<file path="config.mk">
export PLATFORM = sky130hd
export DESIGN_NAME = multicycle_control_flat
export DESIGN_NICKNAME = d
export VERILOG_FILES = /design/src/rtl/core_ctrl_pkg.sv /design/src/rtl/multicycle_control_if.sv /design/src/rtl/multicycle_control.sv /design/src/flat_wrapper.sv
export SDC_FILE = /design/constraint.sdc
export NUM_CORES = 1
export LEC_CHECK = 0
export CORE_MARGIN = 5
export CORE_UTILIZATION = 48
export DETAILED_ROUTE_END_ITERATION = 8
export GPL_TIMING_DRIVEN = 0
export PLACE_DENSITY_LB_ADDON = 0.08
export REMOVE_ABC_BUFFERS = 1
export SLEW_MARGIN = 20
export SYNTH_ARGS = -nofsm -noshare
export SYNTH_HDL_FRONTEND = slang
export SYNTH_SLANG_ARGS = --single-unit
export TNS_END_PERCENT = 30
</file>
<file path="constraint.sdc">
create_clock -name clk -period 2.4 [get_ports clk]
set_input_delay 0.24 -clock clk [delete_from_list [all_inputs] [get_ports clk]]
set_output_delay 0.24 -clock clk [all_outputs]
set_load 0.05 [all_outputs]
</file>
<file path="src/rtl/core_ctrl_pkg.sv">
// Shared definitions for the multi-cycle RV32I control path.
// Contents:
//   state_e      - main control FSM state encoding
//   OP_*         - major opcodes (IR[6:0]) recognised by the decoder
//   ALU_OP_*     - 2-bit ALUOp codes consumed by ALUControl
//   SRC_A_*/SRC_B_*/RES_* - datapath mux select codes
//   ctrl_t       - Moore control word decoded from the FSM state
//   decode_ctrl  - state -> control word lookup
package core_ctrl_pkg;

   typedef enum logic [3:0] {
      StFetch,
      StDecode,
      StMemAdr,
      StMemRd,
      StMemWb,
      StMemWr,
      StExecR,
      StExecI,
      StAluWb,
      StBeq,
      StJal,
      StHalt
   } state_e;

   localparam logic [6:0] OP_LOAD   = 7'b0000011;
   localparam logic [6:0] OP_STORE  = 7'b0100011;
   localparam logic [6:0] OP_RTYPE  = 7'b0110011;
   localparam logic [6:0] OP_ITYPE  = 7'b0010011;
   localparam logic [6:0] OP_BRANCH = 7'b1100011;
   localparam logic [6:0] OP_JAL    = 7'b1101111;

   localparam logic [1:0] ALU_OP_ADD   = 2'b00;
   localparam logic [1:0] ALU_OP_SUB   = 2'b01;
   localparam logic [1:0] ALU_OP_FUNCT = 2'b10;

   localparam logic [1:0] SRC_A_PC     = 2'b00;
   localparam logic [1:0] SRC_A_OLD_PC = 2'b01;
   localparam logic [1:0] SRC_A_RS1    = 2'b10;

   localparam logic [1:0] SRC_B_RS2  = 2'b00;
   localparam logic [1:0] SRC_B_IMM  = 2'b01;
   localparam logic [1:0] SRC_B_FOUR = 2'b10;

   localparam logic [1:0] RES_ALU_OUT    = 2'b00;
   localparam logic [1:0] RES_MEM_DATA   = 2'b01;
   localparam logic [1:0] RES_ALU_RESULT = 2'b10;

   typedef struct packed {
      logic       mem_req;
      logic       mem_write;
      logic       adr_src;
      logic       fetch;       // IR/PC update, qualified by mem_ready
      logic       pc_update;   // unconditional PC write (JAL)
      logic       branch;      // PC write qualified by zero
      logic       reg_write;
      logic [1:0] result_src;
      logic [1:0] alu_src_a;
      logic [1:0] alu_src_b;
      logic [1:0] alu_op;
      logic       funct7b5_en;
      logic       halted;
   } ctrl_t;

   function automatic ctrl_t decode_ctrl(input state_e st);
      ctrl_t c;
      c = '0;
      case (st)
         StFetch: begin
            c.mem_req    = 1'b1;
            c.fetch      = 1'b1;
            c.alu_src_a  = SRC_A_PC;
            c.alu_src_b  = SRC_B_FOUR;
            c.alu_op     = ALU_OP_ADD;
            c.result_src = RES_ALU_RESULT;
         end
         StDecode: begin
            // Branch target PC+imm lands in ALUOut for a later BEQ
            c.alu_src_a = SRC_A_OLD_PC;
            c.alu_src_b = SRC_B_IMM;
            c.alu_op    = ALU_OP_ADD;
         end
         StMemAdr: begin
            c.alu_src_a = SRC_A_RS1;
            c.alu_src_b = SRC_B_IMM;
            c.alu_op    = ALU_OP_ADD;
         end
         StMemRd: begin
            c.mem_req = 1'b1;
            c.adr_src = 1'b1;
         end
         StMemWb: begin
            c.result_src = RES_MEM_DATA;
            c.reg_write  = 1'b1;
         end
         StMemWr: begin
            c.mem_req   = 1'b1;
            c.mem_write = 1'b1;
            c.adr_src   = 1'b1;
         end
         StExecR: begin
            c.alu_src_a   = SRC_A_RS1;
            c.alu_src_b   = SRC_B_RS2;
            c.alu_op      = ALU_OP_FUNCT;
            c.funct7b5_en = 1'b1;
         end
         StExecI: begin
            // funct7b5 masked so ADDI with imm[10]=1 is not seen as SUB
            c.alu_src_a = SRC_A_RS1;
            c.alu_src_b = SRC_B_IMM;
            c.alu_op    = ALU_OP_FUNCT;
         end
         StAluWb: begin
            c.result_src = RES_ALU_OUT;
            c.reg_write  = 1'b1;
         end
         StBeq: begin
            c.alu_src_a  = SRC_A_RS1;
            c.alu_src_b  = SRC_B_RS2;
            c.alu_op     = ALU_OP_SUB;
            c.result_src = RES_ALU_OUT;
            c.branch     = 1'b1;
         end
         StJal: begin
            c.alu_src_a  = SRC_A_OLD_PC;
            c.alu_src_b  = SRC_B_FOUR;
            c.alu_op     = ALU_OP_ADD;
            c.result_src = RES_ALU_OUT;
            c.pc_update  = 1'b1;
         end
         StHalt: begin
            c.halted = 1'b1;
         end
         default: c = '0;
      endcase
      return c;
   endfunction

endpackage

</file>
<file path="src/rtl/multicycle_control_if.sv">
// Unified memory port handshake between the control FSM and memory.
// Signals:
//   mem_req   - access request, held until mem_ready
//   mem_write - store qualifier for mem_req
//   adr_src   - address select: 0 = PC, 1 = ALUOut
//   mem_ready - memory completes the current access this cycle
// Modports: master (controller side), slave (memory side).
interface multicycle_control_if;
   logic mem_req;
   logic mem_write;
   logic adr_src;
   logic mem_ready;

   modport master (output mem_req, output mem_write, output adr_src, input mem_ready);
   modport slave  (input mem_req, input mem_write, input adr_src, output mem_ready);
endinterface

</file>
<file path="src/rtl/multicycle_control.sv">
// Main control FSM of the multi-cycle RV32I core.
// Ports:
//   clk, rst_n      - clock (rising edge), asynchronous active-low reset
//   op_i            - opcode IR[6:0]
//   zero_i          - ALU zero flag (BEQ)
//   mem             - memory handshake (master modport)
//   ir_write_o      - load IR and OldPC
//   pc_write_o      - PC enable: pc_update | (branch & zero)
//   reg_write_o     - register file write enable
//   result_src_o    - result mux select
//   alu_src_a_o/b_o - ALU operand selects
//   alu_op_o        - ALUOp to ALUControl
//   funct7b5_en_o   - gate for Funct7b5 into ALUControl
//   halted_o        - sticky illegal-opcode indication
//   instret_o       - retired instruction count (wraps)
module multicycle_control
   import core_ctrl_pkg::*;
#(
   parameter int unsigned CNT_W        = 32,
   parameter bit          ILLEGAL_HALT = 1'b1
) (
   input  logic                  clk,
   input  logic                  rst_n,
   input  logic [6:0]            op_i,
   input  logic                  zero_i,
   multicycle_control_if.master  mem,
   output logic                  ir_write_o,
   output logic                  pc_write_o,
   output logic                  reg_write_o,
   output logic [1:0]            result_src_o,
   output logic [1:0]            alu_src_a_o,
   output logic [1:0]            alu_src_b_o,
   output logic [1:0]            alu_op_o,
   output logic                  funct7b5_en_o,
   output logic                  halted_o,
   output logic [CNT_W-1:0]      instret_o
);

   state_e             state_q, state_d;
   logic [CNT_W-1:0]   instret_q, instret_d;
   ctrl_t              ctrl;

   always_comb begin
      state_d = state_q;
      case (state_q)
         StFetch:  if (mem.mem_ready) state_d = StDecode;
         StDecode: begin
            case (op_i)
               OP_LOAD, OP_STORE: state_d = StMemAdr;
               OP_RTYPE:          state_d = StExecR;
               OP_ITYPE:          state_d = StExecI;
               OP_BRANCH:         state_d = StBeq;
               OP_JAL:            state_d = StJal;
               default:           state_d = ILLEGAL_HALT ? StHalt : StFetch;
            endcase
         end
         StMemAdr: state_d = (op_i == OP_LOAD) ? StMemRd : StMemWr;
         StMemRd:  if (mem.mem_ready) state_d = StMemWb;
         StMemWb:  state_d = StFetch;
         StMemWr:  if (mem.mem_ready) state_d = StFetch;
         StExecR:  state_d = StAluWb;
         StExecI:  state_d = StAluWb;
         StAluWb:  state_d = StFetch;
         StBeq:    state_d = StFetch;
         StJal:    state_d = StAluWb;
         StHalt:   state_d = StHalt;
         default:  state_d = StFetch;
      endcase
   end

   // Every entry into FETCH from another state retires one instruction
   always_comb begin
      instret_d = instret_q;
      if ((state_q != StFetch) && (state_d == StFetch)) begin
         instret_d = instret_q + CNT_W'(1);
      end
   end

   always_ff @(posedge clk or negedge rst_n) begin
      if (!rst_n) begin
         state_q   <= StFetch;
         instret_q <= '0;
      end else begin
         state_q   <= state_d;
         instret_q <= instret_d;
      end
   end

   // While reset is held the control word is forced inactive, so a pending
   // access is dropped at once even though the reset state is FETCH.
   always_comb begin
      ctrl = '0;
      if (rst_n) begin
         ctrl = decode_ctrl(state_q);
      end
   end

   assign mem.mem_req   = ctrl.mem_req;
   assign mem.mem_write = ctrl.mem_write;
   assign mem.adr_src   = ctrl.adr_src;

   assign ir_write_o    = ctrl.fetch & mem.mem_ready;
   assign pc_write_o    = (ctrl.fetch & mem.mem_ready) | ctrl.pc_update |
                          (ctrl.branch & zero_i);
   assign reg_write_o   = ctrl.reg_write;
   assign result_src_o  = ctrl.result_src;
   assign alu_src_a_o   = ctrl.alu_src_a;
   assign alu_src_b_o   = ctrl.alu_src_b;
   assign alu_op_o      = ctrl.alu_op;
   assign funct7b5_en_o = ctrl.funct7b5_en;
   assign halted_o      = ctrl.halted;
   assign instret_o     = instret_q;

endmodule

</file>
<file path="src/flat_wrapper.sv">
// flat-port wrapper written by rule: the top's interface ports become plain ports
module multicycle_control_flat import core_ctrl_pkg::*;
#(
   parameter int unsigned CNT_W        = 32,
   parameter bit          ILLEGAL_HALT = 1'b1
)
  (clk, rst_n, op_i, zero_i, ir_write_o, pc_write_o, reg_write_o, result_src_o, alu_src_a_o, alu_src_b_o, alu_op_o, funct7b5_en_o, halted_o, instret_o, mem_mem_req, mem_mem_write, mem_adr_src, mem_mem_ready);
  multicycle_control_if mem_i ();
  input  logic clk;
  input  logic rst_n;
  input  logic [6:0] op_i;
  input  logic zero_i;
  output logic ir_write_o;
  output logic pc_write_o;
  output logic reg_write_o;
  output logic [1:0] result_src_o;
  output logic [1:0] alu_src_a_o;
  output logic [1:0] alu_src_b_o;
  output logic [1:0] alu_op_o;
  output logic funct7b5_en_o;
  output logic halted_o;
  output logic [CNT_W-1:0] instret_o;
  output wire logic [$bits(mem_i.mem_req)-1:0] mem_mem_req;
  output wire logic [$bits(mem_i.mem_write)-1:0] mem_mem_write;
  output wire logic [$bits(mem_i.adr_src)-1:0] mem_adr_src;
  input wire logic [$bits(mem_i.mem_ready)-1:0] mem_mem_ready;
  assign mem_mem_req = mem_i.mem_req;
  assign mem_mem_write = mem_i.mem_write;
  assign mem_adr_src = mem_i.adr_src;
  assign mem_i.mem_ready = mem_mem_ready;
  multicycle_control #(.CNT_W(CNT_W), .ILLEGAL_HALT(ILLEGAL_HALT)) u_core (.clk(clk), .rst_n(rst_n), .op_i(op_i), .zero_i(zero_i), .mem(mem_i), .ir_write_o(ir_write_o), .pc_write_o(pc_write_o), .reg_write_o(reg_write_o), .result_src_o(result_src_o), .alu_src_a_o(alu_src_a_o), .alu_src_b_o(alu_src_b_o), .alu_op_o(alu_op_o), .funct7b5_en_o(funct7b5_en_o), .halted_o(halted_o), .instret_o(instret_o));
endmodule
</file>
; Word level (Yosys, flattened, before mapping)
; Index checks and enable logic that the tools add are counted.
[totals]
ff_bits = 36
in_bits = 11
output_inout_bits = 48
elab_cells = 51
[classes]
n_addsub = 1
eq_ne = 17
mux = 18
bitwise = 4
reduce_logical = 9
[ops]
columns = operator, n
row1 = 6-bit one-hot mux with 7 select lines, 1
row2 = "32-bit by 1-bit adder with 32-bit output, second input constant", 1
row3 = 4-bit one-hot mux with 7 select lines, 1
row4 = 4-bit one-hot mux with 5 select lines, 1
row5 = 17-bit two-way mux, 1
row6 = "4-bit by 3-bit == test with 1-bit output, second input constant", 4
row7 = "4-bit == test, second input constant", 4
row8 = "7-bit by 6-bit == test with 1-bit output, second input constant", 2
row9 = "7-bit == test, second input constant", 2
row10 = 4-bit two-way mux, 3
row11 = 1-bit two-way mux, 9
row12 = "4-bit by 2-bit == test with 1-bit output, second input constant", 2
row13 = 4-bit zero test, 2
row14 = "7-bit by 2-bit == test with 1-bit output, second input constant", 1
row15 = "7-bit by 5-bit == test with 1-bit output, second input constant", 1
row16 = 2-bit OR reduction, 3
row17 = 3-bit OR reduction, 2
row18 = "4-bit by 1-bit == test with 1-bit output, second input constant", 1
row19 = 2-bit one-hot mux with 2 select lines, 1
row20 = 4-bit nonzero test, 1
row21 = 3-bit two-way mux, 1
row22 = 1-bit bitwise AND, 2
row23 = 1-bit bitwise OR, 2
row24 = 1-bit logical AND, 1

; Depth between registers and ports, before layout
[depth]
word_depth = 7
mapped_depth = 7
depth_no_buf = 6

; Worst setup path after synthesis
; OpenSTA, ideal clock, no wires.
[synth_timing]
path_type = register to output
from = register u_core.state_q[0]
to = output port pc_write_o
arrival_time_ns = 2.899
t_required_ns = 2.160
slack_ns = -0.739
stages_incl_launch_ff = 7
path_buffers = 1
cell_sequence = dfrtp_1 clkbuf_1 nor2_1 nand2_1 nor3_1 and2_1 a41o_1
[synth_via]
elab_chain_cells = 6
word_cells_on_any_way = 11
cone_classes = eq/ne: 2 / mux: 4 / bitwise: 4 / reduce/logical: 1
[synth_lines]
columns = element, line
row1 = from (decl), multicycle_control.sv:39  ; state_e state_q, state_d;
row2 = from (signal assigned), multicycle_control.sv:81  ; state_q <= StFetch;
row3 = from (signal assigned), multicycle_control.sv:84  ; state_q <= state_d;
row4 = 4-bit zero test, core_ctrl_pkg.sv:68  ; case (st)
row5 = 1-bit two-way mux, core_ctrl_pkg.sv:68
row6 = 17-bit two-way mux, multicycle_control.sv:93  ; if (rst_n) begin
row7 = 1-bit bitwise AND, n/a
row8 = net ir_write_o, flat_wrapper.sv:13  ; output logic ir_write_o;
row9 = 1-bit bitwise OR (2 in series), multicycle_control.sv:103  ; assign pc_write_o = (ctrl.fetch & mem.mem_ready) | ctrl.pc_update |
row10 = to (decl), flat_wrapper.sv:14  ; output logic pc_write_o;
; The timed path passes the listed nets, and every way through them passes these cells.

; Final worst setup path
[layout_timing]
from = register u_core.state_q[0]
to = output port funct7b5_en_o
[layout_via]
elab_chain_cells = 3
[layout_lines]
columns = element, line
row1 = 4-bit by 3-bit == test with 1-bit output, core_ctrl_pkg.sv:68
row2 = 1-bit two-way mux, core_ctrl_pkg.sv:68
row3 = 17-bit two-way mux, multicycle_control.sv:93
row4 = to (decl), flat_wrapper.sv:20  ; output logic funct7b5_en_o;
; Every way passes these cells.

==> impl_metrics.py <==
metrics = {
    "logic_synthesis": {
        "syn_inst": 222,
        "ys_top_cells_by_area": "dfrtp_1 (43%), xnor2_1 (7.4%), xor2_1 (6.6%)",
        "syn_area_um2": 2120,
        "ys_ff_latch": 36,
        "synth.yosys.warnings": 0,
        "synth.most_common_cell": "dfrtp_1",
        "synth_enable_flop_cells": 0,
        "synth_commonest_cells": "dfrtp_1 (36), nand2_1 (25), nor2_1 (20)",
        "async_flop_share_pct": 100,
        "synth_cell_types": 44,
        "synth_top_area_share_pct": 42.5,
        "postSynthAreaPerCell_um2": 9.54,
        "yosys.area.top_type": "dfrtp_1",
        "synth_ff_type": "dfrtp_1",
        "ys_seq_area_share_pct": 42.5,
    },
    "setup_path": {
        "timing.critical_path.slowest_cell_delay_ns": 0.81,
        "path_depth": 4,
        "endpoint": "funct7b5_en_o",
        "reg2reg_slack_ns": 0.22,
        "cp-start-kind": "flip-flop",
        "cp_slowest_cell": "clkdlybuf4s50_1",
        "critical_path_class": "flip-flop to output port",
        "ff2ff_path_depth": 5,
        "path_buf_inv": 1,
        "crit_path_end_kind": "output port",
        "crit_family": "buffers and inverters",
        "worst_ep_required_time_ns": 2.16,
        "crit_top_cell": "nor2_1",
        "r2r_start": "u_core.state_q[1]$_DFF_PN0_",
        "crit_start": "u_core.state_q[0]$_DFF_PN0_",
        "arrival_ns": 2.00,
        "crit_chain": "nor2_1 -> nand2_1 -> nor2_1 -> clkdlybuf4s50_1",
        "cp_max_fo": 21,
        "reg2reg_to": "u_core.instret_o[26]$_DFFE_PN0P_",
    },
    "power": {
        "irDropWorstVdd_uv": 350,
        "p_leak_nw": 1.30,
        "power_w": 0.00264,
        "power_density_nw_per_um2": 923,
    },
    "clock_network": {
        "clkLatencyLatePin_ns": 0.29,
        "cts_buffers": 5,
        "clk_pin_slew_ns": 0.07,
        "postCtsSetupBuffers": 0,
        "root_buffer": "clkbuf_8",
        "htree_num_levels": 2,
        "cts_sinks": 36,
        "cts_buffer_depth": 2,
        "cts_tree": "built",
    },
    "detailed_routing": {
        "first_iter_violations": 84,
        "via_per_inst": 5.40,
        "drt_wl_total_um": 4840,
        "ant_nets": 0,
        "drc": 0,
        "wl_per_cell_um": 14.5,
        "dr.pass1.iters": 4,
        "via_count": 1803,
    },
    "placement": {
        "io_buffers": 58,
        "hpwl_um": 3560,
        "post-place-ws_ns": -0.233,
        "place_congestion": 0.754,
    },
    "flow_run": {
        "drv_cap": 0,
    },
    "finish": {
        "fin_nets": 293,
        "final_layout_size_suffix_gt1_share_pct": 10.3,
        "antenna_cells": 0,
        "finish.utilization_pct": 66.2,
        "area_growth_pct": 35.2,
    },
    "grt": {
        "antenna_found_initial": 0,
        "first_global_vias": 1753,
        "grt_pass1_wl_um": 8470,
        "grt-ovfl-total": 0,
        "grt_max_degree": 22,
        "track_usage_pct": 17.4,
    },
    "run_status": {
        "status": "finished clean",
    },
    "worst_hold_path": {
        "hold_path.class": "flip-flop to flip-flop",
    },
    "die": {
        "num_io_pins": 59,
        "die_w_um": 76.4,
        "initial_core_util_pct": 49.0,
        "dieHeight_um": 76.4,
        "rows": 24,
        "die_area_um2": 5840,
        "core_area_um2": 4320,
    },
    "timing": {
        "post-route-period-util_pct": 93.5,
        "fin_crit_ns": 2.24,
        "slew_headroom_pct": 43.3,
        "finalMaxSlewViolations": 0,
        "layout_setup_ws_ns": 0.155,
        "finClkSkew_ns": 0.00674,
        "worst_slew_pin_slew_ns": 0.848,
        "fin_tns_setup_ns": 0,
        "fmax_mhz": 445,
        "hold_violations": 0,
        "grt_setup_unrepaired": "false",
        "setup_viol": 0,
    },
}
cell usage in the layout, fill, tap and decap left out, types with 4 or more instances in the layout:
cell and count:
nor2b_1 4, dlygate4sd2_1 5, a31oi_1 4, dfrtp_2 4, nand2_1 25, nand4_1 6
nand2b_1 6, xnor2_1 18, a21oi_1 5, and3_1 4, o21ai_0 4, clkbuf_8 5
dlymetal6s2s_1 4, and2_1 6, nand3_1 14, clkdlybuf4s50_1 44, inv_1 4, nor2_1 20
nor3_1 7, xor2_1 16, dfrtp_1 32
metrics by stage:
stage | hold WS [ns] | instance area [um^2] | cells
global placement | 0.459 | 2710 | 323
detailed placement | 0.251 | 2740 | 324
finish | 0.475 | 2860 | 334
floorplan | -0.0556 | 2070 | 213
global route | 0.493 | 2860 | 334
CTS | 0.477 | 2860 | 334
layout make-up:
type	instances	area, um^2
Inverter	4	15.0
Timing Repair Buffer	61	618
Clock buffer	6	72.6
Multi-Input combinational cell	173	1150
Sequential cell	36	906
Fill cell	388	1460
Clock inverter	2	35.0
Tap cell	52	65.1
state kept, by name (all words and copies together) (netlist names):
| register | flops |
|---|---|
| u_core.state_q | 4 |
| u_core.instret_o | 32 |
where the power goes:
part | switching (W) | internal (W)
clock | 0.000215 | 0.000308
combinational | 0.000769 | 0.000435
sequential | 0.000227 | 0.000691
total | 0.00121 | 0.00143
logic make-up after synthesis:
group	Yosys count	synth area share (%)
muxes	1	0.532
xor gates and xnor gates	34	14.1
DFF	36	42.5
AOI/OAI and AO/OA	28	11.1
adders and majority gates	1	0.591
and+or+nand+nor	109	28.1
buffers and inverters	13	3.07
per-layer routing:
metal | global-route usage [%] | share of wire, %
met5 | 0 | 0
met4 | 4.72 | 0.70
met3 | 4.37 | 3.7
met2 | 27.6 | 48
met1 | 23.7 | 48
worst min-delay path by stage:
stage                                           from                               end  slack, ns  cells past startpoint
floorplan                                      rst_n   u_core.instret_o[0]$_DFFE_PN0P_      -0.06                      0
detailed placement                             rst_n       u_core.state_q[2]$_DFF_PN0_       0.25                      1
global route        u_core.instret_o[31]$_DFFE_PN0P_  u_core.instret_o[31]$_DFFE_PN0P_       0.49                      1
CTS                 u_core.instret_o[31]$_DFFE_PN0P_  u_core.instret_o[31]$_DFFE_PN0P_       0.48                      1
global placement    u_core.instret_o[31]$_DFFE_PN0P_  u_core.instret_o[31]$_DFFE_PN0P_       0.46                      1
finish              u_core.instret_o[31]$_DFFE_PN0P_  u_core.instret_o[31]$_DFFE_PN0P_       0.48                      1
what timing repair did:
| action | CTS | global route |
|---|---|---|
| endpoints found under the hold margin | 19 | 0 |
| gates resized for setup | 15 | 9 |
| endpoints found under the setup margin | 13 | 7 |
| hold buffers | 2 | 0 |
worst register-to-register path, stage by stage (launching register included):
cell,delay [ns]
dfrtp_2,0.53
inv_1,0.30
o21ai_0,0.37
a2111oi_4,0.56
nand3_1,0.16
xnor2_1,0.15
(Power assumes the default switching activity.)
